===== src/rtl/bj_pkg.sv =====
// Shared blackjack definitions: hand FSM states, card/score widths and card sanitising.
// Used by the hand controller and by the judge/display blocks.
package bj_pkg;

    localparam int CARD_W  = 4;
    localparam int SCORE_W = 5;
    localparam int ACE_VAL = 11;
    localparam int ACE_ADJ = 10;

    typedef enum logic [2:0] {
        S_IDLE,
        S_DEAL,
        S_WAIT,
        S_ADD,
        S_EVAL,
        S_HOLD,
        S_BUSTED
    } state_t;

    // Generator codes outside 1..11 are scored as a ten-value card
    function automatic logic [CARD_W-1:0] card_sanitize(input logic [CARD_W-1:0] c);
        if (c == '0 || c > CARD_W'(ACE_VAL))
            return CARD_W'(10);
        return c;
    endfunction

endpackage


===== src/rtl/bj_edge_det.sv =====
// Single-bit rising-edge detector with asynchronous active-high reset.
module bj_edge_det (
    input  logic CLK,
    input  logic RES,
    input  logic d,
    output logic rise
);

    logic d_q;

    always_ff @(posedge CLK or posedge RES) begin
        if (RES) d_q <= 1'b0;
        else     d_q <= d;
    end

    assign rise = d & ~d_q;

endmodule


===== src/rtl/bj_hand_ctrl.sv =====
// Player-hand controller: deals two cards, takes hits on DRAW edges, keeps a
// soft-ace corrected score and reports bust / natural / hand-complete status.
module bj_hand_ctrl
    import bj_pkg::*;
#(
    parameter int LIMIT     = 21,
    parameter int MAX_CARDS = 8
) (
    input  logic               CLK,
    input  logic               RES,
    input  logic [CARD_W-1:0]  CARD,
    output logic               ENC,
    input  logic               NEWG,
    input  logic               DRAW,
    input  logic               STAND,
    output logic [SCORE_W-1:0] SCORE,
    output logic [3:0]         NCARD,
    output logic               SOFT,
    output logic               BUSY,
    output logic               BUST,
    output logic               BJACK,
    output logic               DONE
);

    localparam logic [SCORE_W-1:0] LIM  = SCORE_W'(LIMIT);
    localparam logic [3:0]         MAXC = 4'(MAX_CARDS);

    state_t              state, state_nxt;
    logic                draw_rise, stand_rise;
    logic [CARD_W-1:0]   card_r;
    logic [3:0]          aces;
    logic [1:0]          deal_cnt;
    logic [SCORE_W-1:0]  score;
    logic [3:0]          ncard;
    logic                soft_r, bjack_r, enc_r;

    bj_edge_det u_draw_edge  (.CLK(CLK), .RES(RES), .d(DRAW),  .rise(draw_rise));
    bj_edge_det u_stand_edge (.CLK(CLK), .RES(RES), .d(STAND), .rise(stand_rise));

    always_ff @(posedge CLK or posedge RES) begin
        if (RES) state <= S_IDLE;
        else     state <= state_nxt;
    end

    always_comb begin
        state_nxt = state;
        if (NEWG) begin
            state_nxt = S_DEAL;
        end else begin
            case (state)
                S_DEAL: state_nxt = S_ADD;
                S_WAIT: begin
                    // STAND takes priority over a simultaneous DRAW
                    if (stand_rise)     state_nxt = S_HOLD;
                    else if (draw_rise) state_nxt = S_ADD;
                end
                S_ADD:  state_nxt = S_EVAL;
                S_EVAL: begin
                    if (score > LIM && aces != '0)          state_nxt = S_EVAL;
                    else if (score > LIM)                   state_nxt = S_BUSTED;
                    else if (deal_cnt != '0)                state_nxt = S_DEAL;
                    else if (score == LIM || ncard == MAXC) state_nxt = S_HOLD;
                    else                                    state_nxt = S_WAIT;
                end
                default: state_nxt = state;
            endcase
        end
    end

    always_ff @(posedge CLK or posedge RES) begin
        if (RES) begin
            enc_r    <= 1'b0;
            card_r   <= '0;
            aces     <= '0;
            deal_cnt <= '0;
            score    <= '0;
            ncard    <= '0;
            soft_r   <= 1'b0;
            bjack_r  <= 1'b0;
        end else begin
            enc_r <= 1'b1;
            if (NEWG) begin
                aces     <= '0;
                deal_cnt <= 2'd2;
                score    <= '0;
                ncard    <= '0;
                soft_r   <= 1'b0;
                bjack_r  <= 1'b0;
            end else begin
                case (state)
                    S_DEAL: begin
                        card_r   <= card_sanitize(CARD);
                        deal_cnt <= deal_cnt - 2'd1;
                    end
                    S_WAIT: begin
                        if (draw_rise && !stand_rise)
                            card_r <= card_sanitize(CARD);
                    end
                    S_ADD: begin
                        score <= score + SCORE_W'(card_r);
                        ncard <= ncard + 4'd1;
                        if (card_r == CARD_W'(ACE_VAL)) begin
                            aces   <= aces + 4'd1;
                            soft_r <= 1'b1;
                        end
                    end
                    S_EVAL: begin
                        // Demote one ace from 11 to 1 per cycle while over the limit
                        if (score > LIM && aces != '0) begin
                            score  <= score - SCORE_W'(ACE_ADJ);
                            aces   <= aces - 4'd1;
                            soft_r <= (aces != 4'd1);
                        end
                        if (score == LIM && ncard == 4'd2)
                            bjack_r <= 1'b1;
                    end
                    default: ;
                endcase
            end
        end
    end

    assign ENC   = enc_r;
    assign SCORE = score;
    assign NCARD = ncard;
    assign SOFT  = soft_r;
    assign BJACK = bjack_r;
    assign BUSY  = (state == S_DEAL) || (state == S_ADD) || (state == S_EVAL);
    assign BUST  = (state == S_BUSTED);
    assign DONE  = (state == S_HOLD) || (state == S_BUSTED);

endmodule


===== config.mk =====
export PLATFORM = sky130hd
export DESIGN_NAME = bj_hand_ctrl
export DESIGN_NICKNAME = d
export VERILOG_FILES = /design/src/rtl/bj_pkg.sv /design/src/rtl/bj_edge_det.sv /design/src/rtl/bj_hand_ctrl.sv
export SDC_FILE = /design/constraint.sdc
export NUM_CORES = 1
export LEC_CHECK = 0
export BUFFER_PORTS_ARGS = -buffer_cell sky130_fd_sc_hd__buf_2
export CORE_MARGIN = 3
export CORE_UTILIZATION = 57
export CTS_BUF_LIST = sky130_fd_sc_hd__clkbuf_16
export DETAILED_ROUTE_END_ITERATION = 6
export GPL_TIMING_DRIVEN = 0
export PLACE_DENSITY_LB_ADDON = 0.05
export SLEW_MARGIN = 20
export SYNTH_ARGS = -nofsm -noshare
export SYNTH_HDL_FRONTEND = slang
export SYNTH_HIERARCHICAL = 1
export SYNTH_SLANG_ARGS = --single-unit

===== constraint.sdc =====
create_clock -name CLK -period 2.7 [get_ports CLK]
set_input_delay 0.135 -clock CLK [delete_from_list [all_inputs] [get_ports CLK]]
set_output_delay 0.135 -clock CLK [all_outputs]
set_load 0.05 [all_outputs]

==> metrics.txt <==
DR vias/cell around 5.7; Fin. Hold Viols 0; all-layer global routing usage between 20 and 25%; FP Rows 19; Ports 24; fillcell total between 200 and 250; largest net degree at the start of global routing 26; Int Pwr approximately 0.0011 W; Startpoint Class register; die area ~3800 um2; Relative slew margins between 30% and 40%; synthesized flop and latch total 27; Crit. End Element register; Die H between 60 and 70 um; run status finished, final reports clean; clk root buf clkbuf_16; TritonCTS Buffers 3; first-pass GRT wire length about 6200 um; WP data arrival 2230 ps; commonest non-fill, non-tap cell in the layout dfrtp_1; PD cells slightly below 1000 nW/um2; Pre-antenna DRT Iters 4; CP Class reg2reg; min Tclk post-route around 2100 ps; clock skew slightly above 3 ps; Syn Inst Count around 200; final wirelength 3720 um; fraction of layout cells with a size suffix above 1 18.1%; Static Leak roughly 1 nW; YS warnings 6; sequential area share after synthesis 38.4%; n_diodes 0; final setup vio count 0; Clock power frac between 10% and 20%; area grow syn2layout 15.1%; RSZ-0062 raised after global routing false; number of synthesized flops with an enable pin 0; fin crit share 77.3%; Pins Over Slew Limit 0; max layer used met4; count of buffers from port buffering 23; largest fanout on the critical path 9; syn_nets 220; Post-route DRC 0; initial antenna violation count 0; met3 wire len 169 um; CP required between 2000 and 3000 ps; CTS sink cnt 27; Sw Ratio 45.1%; max cap viols 0; switching pwr between 0.0008 and 0.0009 W; DPL Wire Length approximately 2700 um; GPL Wtd Cong approximately 0.83; # Post-CTS Setup Buffers 0; clk buf depth 2; worst skew pair latency approximately 260 ps; Main synth FF type dfrtp_1; setup TNS 0 ps; CTS tree built; sequential share of power about a third; clock slew at reported path FFs 70 ps; Initial Utilization roughly three fifths; DRT iter0 DRCs 81; Pwr Total between 0.0015 and 0.002 W; Avg Synthesized Cell Area ~9 um2; FMAX 479 MHz; Worst Hold Class in2reg; NumNets Final between 200 and 300; width of the die 61.6 um; routed vias roughly 1500; Worst-Margin Slew 940 ps; Avg WL per Cell between 10 and 15 um; Peak VDD IR 0.673 mV; Overflow after GRT 0; vias in the first global route 1381; most frequent cells in the layout dfrtp_1 (27), nor2_1 (26), buf_2 (25); H-tree level count 1; WL met1 1690 um; asr flop ratio synth 100%; Final ANT Viol Nets 0; core area approximately 2900 um2; Unique masters post-synth 50; met2 wire length 1840 um; Logic pwr share approximately half; Syn Std Cell Area 1760 um2; CTS resizes 0; # hold bufs at CTS 3
-- sequential cells by signal, summed over array words and instances, names as in the netlist, 2 cells and up --
signal,flops
NCARD,4
state,3
SCORE,5
deal_cnt,2
aces,4
card_r,4
-- worst max-delay path, stage by stage, from the launching register on --
cell and delay (ps):
dfrtp_1 500, inv_1 140, ha_1 220, a211o_1 320
nand3_1 180, o21ai_2 160, o21ai_1 120, mux2_1 330
-- final cells by class --
class | instances | area (um2) | share of cell area (%)
well taps | 31 | 38.8 | 1.91
repair buffers | 26 | 145 | 7.16
clock inverters | 1 | 7.51 | 0.370
inverters | 14 | 52.6 | 2.59
multi-input cells | 147 | 981 | 48.4
plain buffers | 8 | 51.3 | 2.53
flip-flops and latches | 27 | 676 | 33.3
clock buffers | 3 | 75.1 | 3.70
-- metal layers --
layer,GRT usage [%],up-vias
li1,-,731
met1,27.0,711
met2,41.1,29
met3,4.40,4
met4,4.85,0
met5,0,-
-- logic make-up after synthesis --
logic type               Yosys count  synth area share, %
flip-flops                        27                 38.4
multiplexers                       2                 1.21
buffers and inverters             22                 5.90
XOR/XNOR                           7                 3.48
AO/OA/AOI/OAI                     46                 16.3
AND/OR/NAND/NOR                   76                 23.4
other                              1                0.213
adder cells (fa/ha/maj)           15                 11.1
-- stage by stage --
step	hold WS, ps	worst slack, ps	utilization (%)	cells	cell area [um2]
6_report	134	612	71.1	257	2030
5_1_grt	134	512	71.1	257	2030
4_1_cts	135	602	71.1	257	2030
3_5_place_dp	-8.63	621	67.1	250	1910
3_3_place_gp	-15.3	656	67.1	250	1910
2_1_floorplan	-136	461	-	196	1760
-- power groups by stage --
stage / clock network [W] / logic [W] / registers (W)
floorplan: 0 / 0.000654 / 0.000722
global placement: 0 / 0.000932 / 0.000623
detailed placement: 0 / 0.000970 / 0.000630
CTS: 0.000350 / 0.000980 / 0.000623
global route: 0.000372 / 0.00110 / 0.000641
finish: 0.000342 / 0.000980 / 0.000625
-- synthesized netlist by cell type, types with 2 or more instances --
cell type	number	area, um2
dfrtp_1	27	676
nor2_1	26	97.6
nand2_1	19	71.3
ha_1	14	175
inv_1	14	52.6
a21oi_1	11	55.1
o21ai_0	11	55.1
o21ai_1	6	30.0
nand3_1	5	25.0
xnor2_1	4	35.0
a21o_1	3	22.5
clkbuf_1	3	11.3
nand2b_1	3	18.8
nor3_1	3	15.0
xor2_1	3	26.3
a211o_1	2	17.5
a31oi_1	2	12.5
and3b_1	2	17.5
buf_2	2	10.0
buf_6	2	22.5
nor2b_1	2	12.5
nor2b_4	2	27.5
o21ai_2	2	17.5
or3b_1	2	17.5
-- worst paths after layout --
kind / from / end / slack (ps) / depth (start not counted)
setup reg to reg: SCORE[1]$_DFFE_PP0P_ / aces[3]$_DFFE_PP0P_ / 610 / 7
hold reg to reg: BJACK$_DFFE_PP0P_ / BJACK$_DFFE_PP0P_ / 490 / 2
hold / removal: CARD[0] / card_r[0]$_DFFE_PP0P_ / 130 / 3
max in group asynchronous: RES / aces[0]$_DFFE_PP0P_ / 1450 / 3
min in group asynchronous: RES / u_draw_edge/d_q$_DFF_PP0_ / 290 / 3
setup / recovery: SCORE[1]$_DFFE_PP0P_ / aces[3]$_DFFE_PP0P_ / 610 / 7
Note: power is estimated with default switching activity, not from simulation.
